[src/rtl/fso_pkg.sv]
// Shared constants for the FSO TX datapath.
//   WORD_W          payload word width
//   CRC32_POLY      CRC-32 generator polynomial (MSB-first form)
//   CRC32_INIT      CRC register value at the start of a frame
//   PRBS15_SEED     PRBS15 LFSR state at the start of a frame
//   FRAME_PREAMBLE* framer preamble words (used by the framer, not here)
package fso_pkg;
  localparam int          WORD_W          = 32;
  localparam logic [31:0] CRC32_POLY      = 32'h04C11DB7;
  localparam logic [31:0] CRC32_INIT      = 32'hFFFFFFFF;
  localparam logic [14:0] PRBS15_SEED     = 15'h7FFF;
  localparam logic [31:0] FRAME_PREAMBLE0 = 32'hEB94BDA3;
  localparam logic [31:0] FRAME_PREAMBLE1 = 32'hF6AAEE24;
endpackage

[src/rtl/crc32_scrambler_if.sv]
// Framer <-> payload-protection bus.
//   frame_rst  per-frame reinitialise pulse (framer drives)
//   data_in    unscrambled payload word (framer drives)
//   scram_en   advance keystream by one word (framer drives)
//   crc_en     fold data_in into the CRC (framer drives)
//   scram_out  data_in XOR current keystream word (block drives)
//   crc_out    CRC register contents (block drives)
interface crc32_scrambler_if;
  import fso_pkg::*;

  logic              frame_rst;
  logic [WORD_W-1:0] data_in;
  logic              scram_en;
  logic              crc_en;
  logic [WORD_W-1:0] scram_out;
  logic [WORD_W-1:0] crc_out;

  modport master (
    output frame_rst, data_in, scram_en, crc_en,
    input  scram_out, crc_out
  );

  modport slave (
    input  frame_rst, data_in, scram_en, crc_en,
    output scram_out, crc_out
  );
endinterface

[src/rtl/prbs15_keystream.sv]
// PRBS15 (x^15+x^14+1) Fibonacci LFSR producing one 32-bit keystream word
// per enable.
//   clk          rising-edge clock
//   rst          synchronous active-high reset, loads SCRAM_SEED
//   i_load       per-frame reload of SCRAM_SEED
//   i_adv        advance the state by 32 steps
//   o_keystream  keystream word of the current state (first bit -> bit 31)
module prbs15_keystream
  import fso_pkg::*;
#(
  parameter logic [14:0] SCRAM_SEED = PRBS15_SEED
) (
  input  logic              clk,
  input  logic              rst,
  input  logic              i_load,
  input  logic              i_adv,
  output logic [WORD_W-1:0] o_keystream
);

  logic [14:0]       r_state;
  logic [14:0]       w_state_next;
  logic [WORD_W-1:0] w_keystream;

  // Unrolled 32 LFSR steps. Each new bit is shifted in at the LSB of the
  // keystream, so the first generated bit ends up in bit 31.
  function automatic logic [14+WORD_W:0] prbs15_step32(input logic [14:0] s);
    logic [14:0]       st;
    logic [WORD_W-1:0] ks;
    logic              b;
    st = s;
    ks = '0;
    for (int i = 0; i < WORD_W; i++) begin
      b  = st[14] ^ st[13];
      ks = {ks[WORD_W-2:0], b};
      st = {st[13:0], b};
    end
    return {st, ks};
  endfunction

  assign {w_state_next, w_keystream} = prbs15_step32(r_state);
  assign o_keystream = w_keystream;

  // State register: reset and frame reload both override an advance.
  always_ff @(posedge clk) begin
    if (rst || i_load) begin
      r_state <= SCRAM_SEED;
    end else if (i_adv) begin
      r_state <= w_state_next;
    end
  end

endmodule

[src/rtl/crc32_scrambler.sv]
// Per-frame payload protection: additive PRBS15 scrambler plus word-parallel
// CRC-32 (poly 0x04C11DB7, MSB-first, no reflection, no final XOR) computed
// over the unscrambled payload.
//   clk  rising-edge clock
//   rst  synchronous active-high reset (LFSR <- SCRAM_SEED, CRC <- CRC_INIT)
//   bus  slave side of crc32_scrambler_if:
//        frame_rst/data_in/scram_en/crc_en in, scram_out/crc_out out.
//        scram_out is combinational; crc_out is registered.
module crc32_scrambler
  import fso_pkg::*;
#(
  parameter logic [14:0] SCRAM_SEED = PRBS15_SEED,
  parameter logic [31:0] CRC_INIT   = CRC32_INIT
) (
  input  logic               clk,
  input  logic               rst,
  crc32_scrambler_if.slave   bus
);

  logic [WORD_W-1:0] w_keystream;
  logic [WORD_W-1:0] w_crc_next;
  logic [WORD_W-1:0] r_crc;

  // With a 32-bit word and a 32-bit register, the whole data word can be
  // folded into the register up front and then divided for 32 shifts; this
  // is identical to 32 serial steps with data_in[31] first.
  function automatic logic [WORD_W-1:0] crc32_step32(
    input logic [WORD_W-1:0] c,
    input logic [WORD_W-1:0] d
  );
    logic [WORD_W-1:0] r;
    r = c ^ d;
    for (int i = 0; i < WORD_W; i++) begin
      if (r[WORD_W-1]) r = {r[WORD_W-2:0], 1'b0} ^ CRC32_POLY;
      else             r = {r[WORD_W-2:0], 1'b0};
    end
    return r;
  endfunction

  prbs15_keystream #(
    .SCRAM_SEED (SCRAM_SEED)
  ) u_prbs (
    .clk         (clk),
    .rst         (rst),
    .i_load      (bus.frame_rst),
    .i_adv       (bus.scram_en),
    .o_keystream (w_keystream)
  );

  assign w_crc_next    = crc32_step32(r_crc, bus.data_in);
  assign bus.scram_out = bus.data_in ^ w_keystream;
  assign bus.crc_out   = r_crc;

  // CRC register: rst > frame_rst > crc_en; holds otherwise.
  always_ff @(posedge clk) begin
    if (rst || bus.frame_rst) begin
      r_crc <= CRC_INIT;
    end else if (bus.crc_en) begin
      r_crc <= w_crc_next;
    end
  end

endmodule

[src/flat_wrapper.sv]
// flat-port wrapper written by rule: the top's interface ports become plain ports
module crc32_scrambler_flat import fso_pkg::*;
#(
  parameter logic [14:0] SCRAM_SEED = PRBS15_SEED,
  parameter logic [31:0] CRC_INIT   = CRC32_INIT
)
  (clk, rst, bus_frame_rst, bus_data_in, bus_scram_en, bus_crc_en, bus_scram_out, bus_crc_out);
  crc32_scrambler_if bus_i ();
  input  logic clk;
  input  logic rst;
  input wire logic [$bits(bus_i.frame_rst)-1:0] bus_frame_rst;
  input wire logic [$bits(bus_i.data_in)-1:0] bus_data_in;
  input wire logic [$bits(bus_i.scram_en)-1:0] bus_scram_en;
  input wire logic [$bits(bus_i.crc_en)-1:0] bus_crc_en;
  output wire logic [$bits(bus_i.scram_out)-1:0] bus_scram_out;
  output wire logic [$bits(bus_i.crc_out)-1:0] bus_crc_out;
  assign bus_i.frame_rst = bus_frame_rst;
  assign bus_i.data_in = bus_data_in;
  assign bus_i.scram_en = bus_scram_en;
  assign bus_i.crc_en = bus_crc_en;
  assign bus_scram_out = bus_i.scram_out;
  assign bus_crc_out = bus_i.crc_out;
  crc32_scrambler #(.SCRAM_SEED(SCRAM_SEED), .CRC_INIT(CRC_INIT)) u_core (.clk(clk), .rst(rst), .bus(bus_i));
endmodule
[config.mk]
export PLATFORM = sky130hd
export DESIGN_NAME = crc32_scrambler_flat
export DESIGN_NICKNAME = d
export VERILOG_FILES = /design/src/rtl/fso_pkg.sv /design/src/rtl/crc32_scrambler_if.sv /design/src/rtl/prbs15_keystream.sv /design/src/rtl/crc32_scrambler.sv /design/src/flat_wrapper.sv
export SDC_FILE = /design/constraint.sdc
export NUM_CORES = 1
export LEC_CHECK = 0
export CAP_MARGIN = 20
export CORE_AREA = 2 2 173 90
export DETAILED_ROUTE_END_ITERATION = 10
export DIE_AREA = 0 0 175 92
export GPL_ROUTABILITY_DRIVEN = 0
export SLEW_MARGIN = 10
export SYNTH_ARGS = -nofsm -noshare
export SYNTH_HDL_FRONTEND = slang
export SYNTH_SLANG_ARGS = --single-unit
export TNS_END_PERCENT = 1
[constraint.sdc]
create_clock -name clk -period 7.1 [get_ports clk]
set_clock_uncertainty 0.1 [all_clocks]
set_input_delay 0.71 -clock clk [delete_from_list [all_inputs] [get_ports clk]]
set_output_delay 0.71 -clock clk [all_outputs]
set_load 0.01 [all_outputs]
* Word level (Yosys, flattened, before mapping)
Cells that the tools add are included.
** Storage, ports and cells
- Bits in registers :: 47
- Bits in latches :: 0
- RAM bits :: 0
- Memory bits (read-only) :: 0
- Output and inout bits :: 64
- Memories kept :: 0
** Cells by class
- $add $sub $neg :: 0
- Multiply operators :: 0
- Div/mod/pow operators :: 0
- $lt $le $gt $ge :: 0
- Eq/ne operators :: 0
- Shift operators :: 0
- Multiplexer cells :: 32
- Bitwise logic cells :: 66
- Reductions and logical operators :: 1
** Operators with widths (count)
- 2-to-1 mux 27 bit :: 32
- inverter 14 bit :: 32
- XOR 32 bit :: 2
- XOR 1 bit :: 32
- logical OR 1 bit :: 1

* Depth between registers and ports, before layout
Gate-level depths: netlist (run 1).
- Word-level depth :: 65
- Gate-level depth with buffers :: 9

* Hierarchy
Synthesis (run 1) repeated with hierarchy kept, for this count alone.
** Second synthesis, totals
- Cells, all modules :: 508
- Area, all modules :: 5657.9 um^2
** Modules (own cells, without submodules)
- crc32_scrambler :: instances 1, cells each 408, area each 4767.1 um^2, seq. area each 640.6 um^2
- prbs15_keystream :: instances 1, cells each 100, area each 890.9 um^2, seq. area each 300.3 um^2

* Least setup slack after synthesis (run 1)
No wires, ideal clock.
- Kind :: input port to flip-flop
- Start :: input bus_data_in[26]
- End :: register u_core.r_crc[10] (netlist: u_core.bus.crc_out[10])
- Library setup time :: 0.122 ns
- Arrival time :: 3.986 ns
- Path slack :: 2.892 ns
- Stages :: 9
- Buffers on the path :: 0
- Cells stage by stage :: xnor2_4 xnor3_2 xnor3_2 xnor3_1 xnor3_2 xnor2_1 xor3_1 or4_1 o311a_1
** On the way
- Word-level cells in the longest chain between the ends :: 33
- Elaborated cells on any way between the ends :: 50
- Classes of those cells :: 27 x mux; 23 x bitwise
** Ends and longest elaborated chain
- start: declaration :: RTL line flat_wrapper.sv:12 : input wire logic [$bits(bus_i.data_in)-1:0] bus_data_in;
- XOR 32 bit (*) :: RTL line crc32_scrambler.sv:32 : r = c ^ d;
- 2-to-1 mux 27 bit (*) :: RTL line crc32_scrambler.sv:34 : if (r[WORD_W-1]) r = {r[WORD_W-2:0], 1'b0} ^ CRC32_POLY;
- 2-to-1 mux 27 bit (5 in a row) :: RTL line crc32_scrambler.sv:34
- inverter 14 bit (no source line)
- 2-to-1 mux 27 bit :: RTL line crc32_scrambler.sv:34
- inverter 14 bit (no source line)
- 2-to-1 mux 27 bit (3 in a row) :: RTL line crc32_scrambler.sv:34
- inverter 14 bit (no source line)
- [... 9 more ...]
- inverter 14 bit (no source line)
- 2-to-1 mux 27 bit (2 in a row) :: RTL line crc32_scrambler.sv:34
- inverter 14 bit (no source line)
- 2-to-1 mux 27 bit :: RTL line crc32_scrambler.sv:34
- inverter 14 bit (no source line)
- 2-to-1 mux 27 bit (2 in a row) :: RTL line crc32_scrambler.sv:34
- inverter 14 bit (no source line)
- 2-to-1 mux 27 bit (*) :: RTL line crc32_scrambler.sv:34
- end signal: assignment :: RTL line crc32_scrambler.sv:59 : r_crc <= w_crc_next;
- end: declaration :: RTL line crc32_scrambler.sv:22 : logic [WORD_W-1:0] r_crc;
Every way passes the cells marked *; elsewhere a longest branch is shown, timed or not.
A chain may end at the register's enable or synchronous reset.

* Worst setup path after layout (run 1)
Same ends and word-level chain as after synthesis.

==> results of run 1 <==
flip-flops by register name, indices dropped and copies added (netlist names):
| register | cells |
|---|---|
| u_core.bus.crc_out | 32 |
| u_core.u_prbs.r_state | 15 |
worst min-delay path: cells and delay by family, from the launching register on:
kind | cells | cell delay (ns)
flops | 1 | 0.35
compound gates | 1 | 0.08
simple gates | 1 | 0.08
worst min-delay path by stage:
stage,start,end,depth (start not counted)
after global placement,u_core.bus.crc_out[0],u_core.bus.crc_out[0],2
after floorplan,u_core.bus.crc_out[0],u_core.bus.crc_out[0],2
after CTS,u_core.bus.crc_out[17],u_core.bus.crc_out[17],2
final,u_core.bus.crc_out[9],u_core.bus.crc_out[9],2
after detailed placement,u_core.bus.crc_out[17],u_core.bus.crc_out[17],2
after global routing,u_core.bus.crc_out[3],u_core.bus.crc_out[3],2
cells by family after synthesis:
family          synth area share
simple gates             0.07820
xor+xnor                  0.6850
mux                     0.005228
flops                     0.1638
buf+inv                  0.02527
compound gates           0.04247
metal layers:
layer,track usage,wire length [um]
met5,0,0
met4,0.02014,56
met3,0.1153,2661
met2,0.2724,6346
met1,0.3817,9483
final cells by class:
class | instances | area [um^2] | area share
clock inverters | 3 | 27.53 | 0.003908
well taps | 204 | 255.2 | 0.03623
inverters | 1 | 3.754 | 0.0005329
flip-flops and latches | 47 | 940.9 | 0.1336
repair buffers | 104 | 1031 | 0.1464
clock buffers | 5 | 125.1 | 0.01776
multi-input cells | 454 | 4661 | 0.6616
through the flow:
step	std cells	util	setup WS (ns)
floorplan	530	-	2.892
global placement	810	0.4639	1.961
detailed placement	810	0.4639	1.836
CTS	818	0.4742	2.146
global route	818	0.4742	1.979
finish	818	0.4742	2.111
cells in the mapped netlist, types with 3 or more instances:
cell	n	area share
xor3_2	4	0.017
clkbuf_1	23	0.015
xnor3_1	44	0.17
xor3_1	5	0.021
xnor3_2	15	0.062
xnor2_4	7	0.034
o21ai_1	3	0.0026
nor3_1	15	0.013
clkbuf_8	3	0.0072
a211oi_1	5	0.0065
xor2_2	5	0.014
xor2_1	41	0.063
xnor2_2	10	0.028
xnor2_1	167	0.25
nand2_1	39	0.025
o21ai_0	28	0.024
nor2_1	42	0.027
dfxtp_1	47	0.16
mux2i_1	3	0.0052
==> reports/metrics.yaml, run 1 <==
startpoint: "bus_data_in[26]"
fin_setup_tns_ns: 0
cts_tree: "yes"
worstPathMaxFanout: 9
hold_slack_ns: 0.4574
path_common_cell: "xnor3_2"
initial_core_util: 0.3867
cts_sinks: 47
period_minus_slack_ns: 4.989
ant_nets: 0
fmax_mhz: 200.4
clock-root-buffer: "clkbuf_16"
die-area_mm2: 0.01610
tightestPinTransition_ns: 0.8686
synthesis.area_mm2: 0.005744
holdCritPathClass: "reg -> reg"
io_buffer_count: 100
cap_violations: 0
arrival_ns: 5.08
syn_nets: 567
syn_area_per_cell_um2: 10.84
regToRegStartpoint: "u_core.bus.crc_out[26]"
drtPass1Iterations: 5
fin_area_mm2: 0.007044
grt-ovfl-total: 0
synth_cell_types: 37
critical_path_buf_inv_count: 1
cp-end-kind: "flip-flop"
final_cell_mix: "xnor2_1, clkdlybuf4s50_1, dfxtp_1"
htree_levels: 2
crit_type: "in -> reg"
cts_setup_buffers: 0
drt_iter0_markers: 361
vias_per_cell: 4.968
cts_resized: 0
r2r_cells: 9
synthArstFlopShare: 0
setup_viol: 0
rows: 32
synth_edf_count: 0
r2r_slack_ns: 2.53
grt_pass1_wl_mm: 27.11
drc_errors: 0
drive_gt1_frac: 0.09772
grt_antenna_before_repair: 0
synthFlopType: "dfxtp_1"
dp_hpwl_mm: 15.65
fillerInstances: 1389
cp-start-kind: "input pin"
hold_viol_final: 0
pin_count: 101
rsz0062_at_grt: "false"
clock_path_buffers: 2
die_width_um: 175
ys_warn_count: 0
routed_wl_mm: 18.55
ys_seq_area_frac: 0.1638
cp.required_ns: 7.19
synth_cells: 530
slowest_delay_ns: 0.62
grt_use_total: 0.2356
rr_endpoint: "u_core.bus.crc_out[10]"
num_vias: 4064
clock_latency_ns: 0.30
crit_end: "u_core.bus.crc_out[10]"
final_common_cell: "xnor2_1"
slew_violations: 0
post-route-period-util: 0.7027
wire_per_inst_um: 22.67
cp_num_cells: 10
clkTransAtPathRegs_ns: 0.08
slowest_stage: "xnor3_2"
slew_headroom: 0.4168
coreArea_mm2: 0.01485
cts_buffers: 5
fin_nets: 650
die_h_um: 92
grt_pass1_vias: 3991
status: "completed"
holdBufCountCts: 0
path_cells: "clkdlybuf4s50_1 > xnor2_4 > xnor3_2 > xnor3_2 > xnor3_1 > xnor3_2 > xnor2_1 > xor3_1 > or4_1 > o311a_1"
postSynthRegisterBits: 47
dpl_cell_area_mm2: 0.006892
num_antenna_cells: 0
cp_top_family: "XOR/XNOR gates"
area_growth_pct: 22.63
grt_start_max_net_pins: 36
Power of run 1 is left out: the tool's default activity adds up to more than one toggle a clock period on the data nets, which glitch-free logic cannot reach.
==> run 2: changes to the inputs <==
--- a/config.mk
+++ b/config.mk
@@ -10,6 +10,7 @@
 export DETAILED_ROUTE_END_ITERATION = 10
 export DIE_AREA = 0 0 175 92
 export GPL_ROUTABILITY_DRIVEN = 0
+export PLACE_DENSITY = 0.65
 export SLEW_MARGIN = 10
 export SYNTH_ARGS = -nofsm -noshare
 export SYNTH_HDL_FRONTEND = slang
==> constraint.sdc (replaced) <==
create_clock -name clk -period 4.25 [get_ports clk]
set_clock_uncertainty 0.1 [all_clocks]
set_input_delay 0.425 -clock clk [delete_from_list [all_inputs] [get_ports clk]]
set_output_delay 0.425 -clock clk [all_outputs]
set_load 0.01 [all_outputs]
==> run 2 against run 1 <==
Compared with the run above: core utilization grew 5.6 points; sequential share of layout area shrank 1.4 points; routed wire length grew 6.4%; first-iteration DRC count grew 23%; critical path type unchanged; largest cell class unchanged.
==> reports/metrics.yaml, run 2 (synthesis results as in run 1) <==
drtPass1Iterations: 5
cts_sinks: 47
cp.required_ns: 4.35
drc_errors: 0
post-route-period-util: 0.9710
num_vias: 4503
routed_wl_mm: 19.74
fmax_mhz: 242.3
pin_count: 101
period_minus_slack_ns: 4.127
arrival_ns: 4.22
setup_viol: 0
tightestPinTransition_ns: 0.8063
clock_latency_ns: 0.31
crit_type: "in -> reg"
cts_setup_buffers: 0
die-area_mm2: 0.01610
dp_hpwl_mm: 16.75
grt_pass1_vias: 4501
rsz0062_at_grt: "true"
hold_viol_final: 0
cts_tree: "yes"
ant_nets: 0
drt_iter0_markers: 445
hold_slack_ns: 0.4436
coreArea_mm2: 0.01485
clock-root-buffer: "clkbuf_16"
area_growth_pct: 37.18
clock_path_buffers: 2
clkTransAtPathRegs_ns: 0.07
num_antenna_cells: 0
io_buffer_count: 100
holdCritPathClass: "reg -> reg"
largest_reg_flops: 32
wire_per_inst_um: 21.43
fin_nets: 753
slew_violations: 0
die_h_um: 92
drive_gt1_frac: 0.2329
grt-ovfl-total: 0
rows: 32
cts_buffers: 5
status: "completed"
final_common_cell: "xnor2_1"
slew_headroom: 0.4586
grt_antenna_before_repair: 0
final_cell_mix: "xnor2_1, buf_4, clkdlybuf4s50_1"
worstPathMaxFanout: 5
grt_use_total: 0.2503
cap_violations: 0
vias_per_cell: 4.889
cp-end-kind: "flip-flop"
htree_levels: 2
fin_setup_tns_ns: 0
die_width_um: 175
cp-start-kind: "input pin"
grt_pass1_wl_mm: 28.72
initial_core_util: 0.3867
grt_start_max_net_pins: 33
run 2: cell types whose count changed in the layout (fill, tap and decap cells not counted), sizes merged:
cell | before | now
buf | 4 | 107
inv | 3 | 2
bufinv | 0 | 1
run 2: worst paths after layout:
| kind | slack, ns | start | end | cells after the start |
|---|---|---|---|---|
| setup / recovery | 0.12 | bus_data_in[28] | u_core.bus.crc_out[10] | 10 |
| hold / removal | 0.44 | u_core.bus.crc_out[17] | u_core.bus.crc_out[17] | 2 |
| setup reg to reg | 0.22 | u_core.bus.crc_out[26] | u_core.bus.crc_out[5] | 10 |
| hold reg to reg | 0.44 | u_core.bus.crc_out[17] | u_core.bus.crc_out[17] | 2 |
run 2: layout make-up:
type / count / area [um^2]
clock inverters: 3 / 46.29
well taps: 204 / 255.2
fillers: 1293 / 6974
flip-flops and latches: 47 / 940.9
multi-input cells: 454 / 4684
repair buffers: 207 / 1824
clock buffers: 5 / 125.1
inverters: 1 / 3.754
run 2: through the flow:
step,instances,cell area [um^2],util,worst slack [ns]
after global routing,921,7880,0.5305,-0.008739
after global placement,912,7670,0.5163,-0.3059
after detailed placement,913,7685,0.5174,-0.3395
final,921,7880,0.5305,0.1232
after CTS,921,7864,0.5294,0.1333
after floorplan,530,5744,-,0.3133
run 2: what timing repair did:
action | CTS | global route
hold buffers | 0 | 0
gates cloned | 0 | 0
resized for setup | 1 | 3
setup endpoints to repair | 1 | 5
run 2: critical path, stage by stage:
cell and delay (ns):
clkdlybuf4s50_1 0.58, buf_4 0.16, xor2_2 0.16, xnor3_2 0.51, xnor3_2 0.49, xor2_1 0.29, xnor3_2 0.54, xor3_1 0.43
or4_1 0.49, o311a_1 0.14
run 2: metal layers:
layer,track usage,vias up,wire length (um)
li1,-,2097,-
met1,0.3979,2182,9860
met3,0.1252,11,3045
met2,0.2941,213,6755
met5,0,-,0
met4,0.02847,0,80
Power of run 2 is left out for the same reason.
==> run 3: changes to the inputs <==
--- a/config.mk
+++ b/config.mk
@@ -6,11 +6,10 @@
 export NUM_CORES = 1
 export LEC_CHECK = 0
 export CAP_MARGIN = 20
-export CORE_AREA = 2 2 173 90
+export CORE_AREA = 2 2 190 99
 export DETAILED_ROUTE_END_ITERATION = 10
-export DIE_AREA = 0 0 175 92
+export DIE_AREA = 0 0 192 101
 export GPL_ROUTABILITY_DRIVEN = 0
-export PLACE_DENSITY = 0.65
 export SLEW_MARGIN = 10
 export SYNTH_ARGS = -nofsm -noshare
 export SYNTH_HDL_FRONTEND = slang
==> run 3 against run 2 <==
Compared with the run above: sequential cell count is the same; routed wire length grew 4.0%; worst setup slack gained 0.035 ns; design area shrank 0.11%; via count shrank 0.69%; clock-buffer cell count is the same; non-clock buffer count shrank 4; core utilization shrank 9.0 points; global-route usage shrank 3.3 points; maximum frequency grew 0.85%; highest routed layer unchanged.
==> reports/metrics.yaml, run 3 (synthesis results as in run 1) <==
status: "completed"
worstPathMaxFanout: 5
grt_use_total: 0.2170
coreArea_mm2: 0.01787
clock_latency_ns: 0.31
regArea_um2: 940.9
drt_iter0_markers: 402
die_h_um: 101
final_cell_mix: "xnor2_1, buf_4, clkdlybuf4s50_1"
cts_setup_buffers: 0
grt_start_max_net_pins: 33
drive_gt1_frac: 0.2258
die-area_mm2: 0.01939
period_minus_slack_ns: 4.092
routed_wl_mm: 20.54
tightestPinTransition_ns: 0.7886
vias_per_cell: 4.693
cts_sinks: 47
slew_violations: 0
final_common_cell: "xnor2_1"
setup_viol: 0
grt_antenna_before_repair: 0
area_growth_pct: 37.03
io_buffer_count: 100
rows: 35
num_vias: 4472
drtPass1Iterations: 4
ant_nets: 0
pin_count: 101
num_antenna_cells: 0
cp-end-kind: "flip-flop"
grt_pass1_wl_mm: 29.41
holdBufCountCts: 0
post-route-period-util: 0.9628
wl_met1_mm: 10.77
drc_errors: 0
initial_core_util: 0.3215
fin_nets: 749
crit_type: "in -> reg"
hold_viol_final: 0
grt_pass1_vias: 4336
cts_tree: "yes"
holdCritPathClass: "reg -> reg"
cp.required_ns: 4.36
rsz0062_at_grt: "false"
largest_reg_flops: 32
multi_input_area_mm2: 0.004692
hold_slack_ns: 0.4362
arrival_ns: 4.20
fmax_mhz: 244.4
route.met3.wl_mm: 2.940
clock-root-buffer: "clkbuf_16"
cts_buffers: 5
fillerInstances: 1722
cp-start-kind: "input pin"
dr_wl_met2_mm: 6.709
die_width_um: 192
wire_per_inst_um: 21.55
slew_headroom: 0.4705
dp_hpwl_mm: 17.37
clock_path_buffers: 2
cap_violations: 0
top_layer_used: "met4"
grt-ovfl-total: 0
clkTransAtPathRegs_ns: 0.08
htree_levels: 2
-- run 3: per-stage QoR --
step	util	std cells	setup WS [ns]	setup TNS [ns]	area, um^2
3_3_place_gp	0.4305	945	-0.1413	-1.356	7692
6_report	0.4405	953	0.1581	0	7871
5_1_grt	0.4405	953	0.04957	0	7871
4_1_cts	0.4391	953	0.1550	0	7845
3_5_place_dp	0.4308	945	-0.1589	-1.534	7697
2_1_floorplan	-	530	0.3133	0	5744
-- run 3: cell type report --
cell class,count,share of cell area
multi-input cells,454,0.5961
inverters,1,0.0004769
well taps,240,0.03815
repair buffers,203,0.2270
flip-flops and latches,47,0.1195
clock buffers,5,0.01590
clock inverters,3,0.002861
-- run 3: layer usage --
layer  global-route usage  vias up
li1                     -     2085
met1               0.3517     2180
met2               0.2419      197
met3               0.1103       10
met4              0.02642        0
met5                    0        -
-- run 3: final timing paths --
kind                          start  cells past startpoint  slack [ns]                endpoint
max                 bus_data_in[30]                     12        0.16   u_core.bus.crc_out[2]
min reg2reg  u_core.bus.crc_out[17]                      2        0.44  u_core.bus.crc_out[17]
min          u_core.bus.crc_out[17]                      2        0.44  u_core.bus.crc_out[17]
max reg2reg  u_core.bus.crc_out[26]                     12        0.31  u_core.bus.crc_out[14]
-- run 3: worst max-delay path, cell delays in order --
cell and delay [ns]:
clkdlybuf4s50_1 0.52, xnor2_4 0.29, xnor3_2 0.57, xnor2_2 0.42, xnor2_4 0.19, xnor3_2 0.45
buf_4 0.17, xor2_1 0.33, buf_4 0.22, xnor2_1 0.16, xor2_1 0.15, a211o_1 0.31
-- run 3: repair_timing --
action                     CTS  global route
resized for setup            0             3
hold endpoints to repair     0             0
setup endpoints to repair    0             8
Power of run 3 is left out for the same reason.
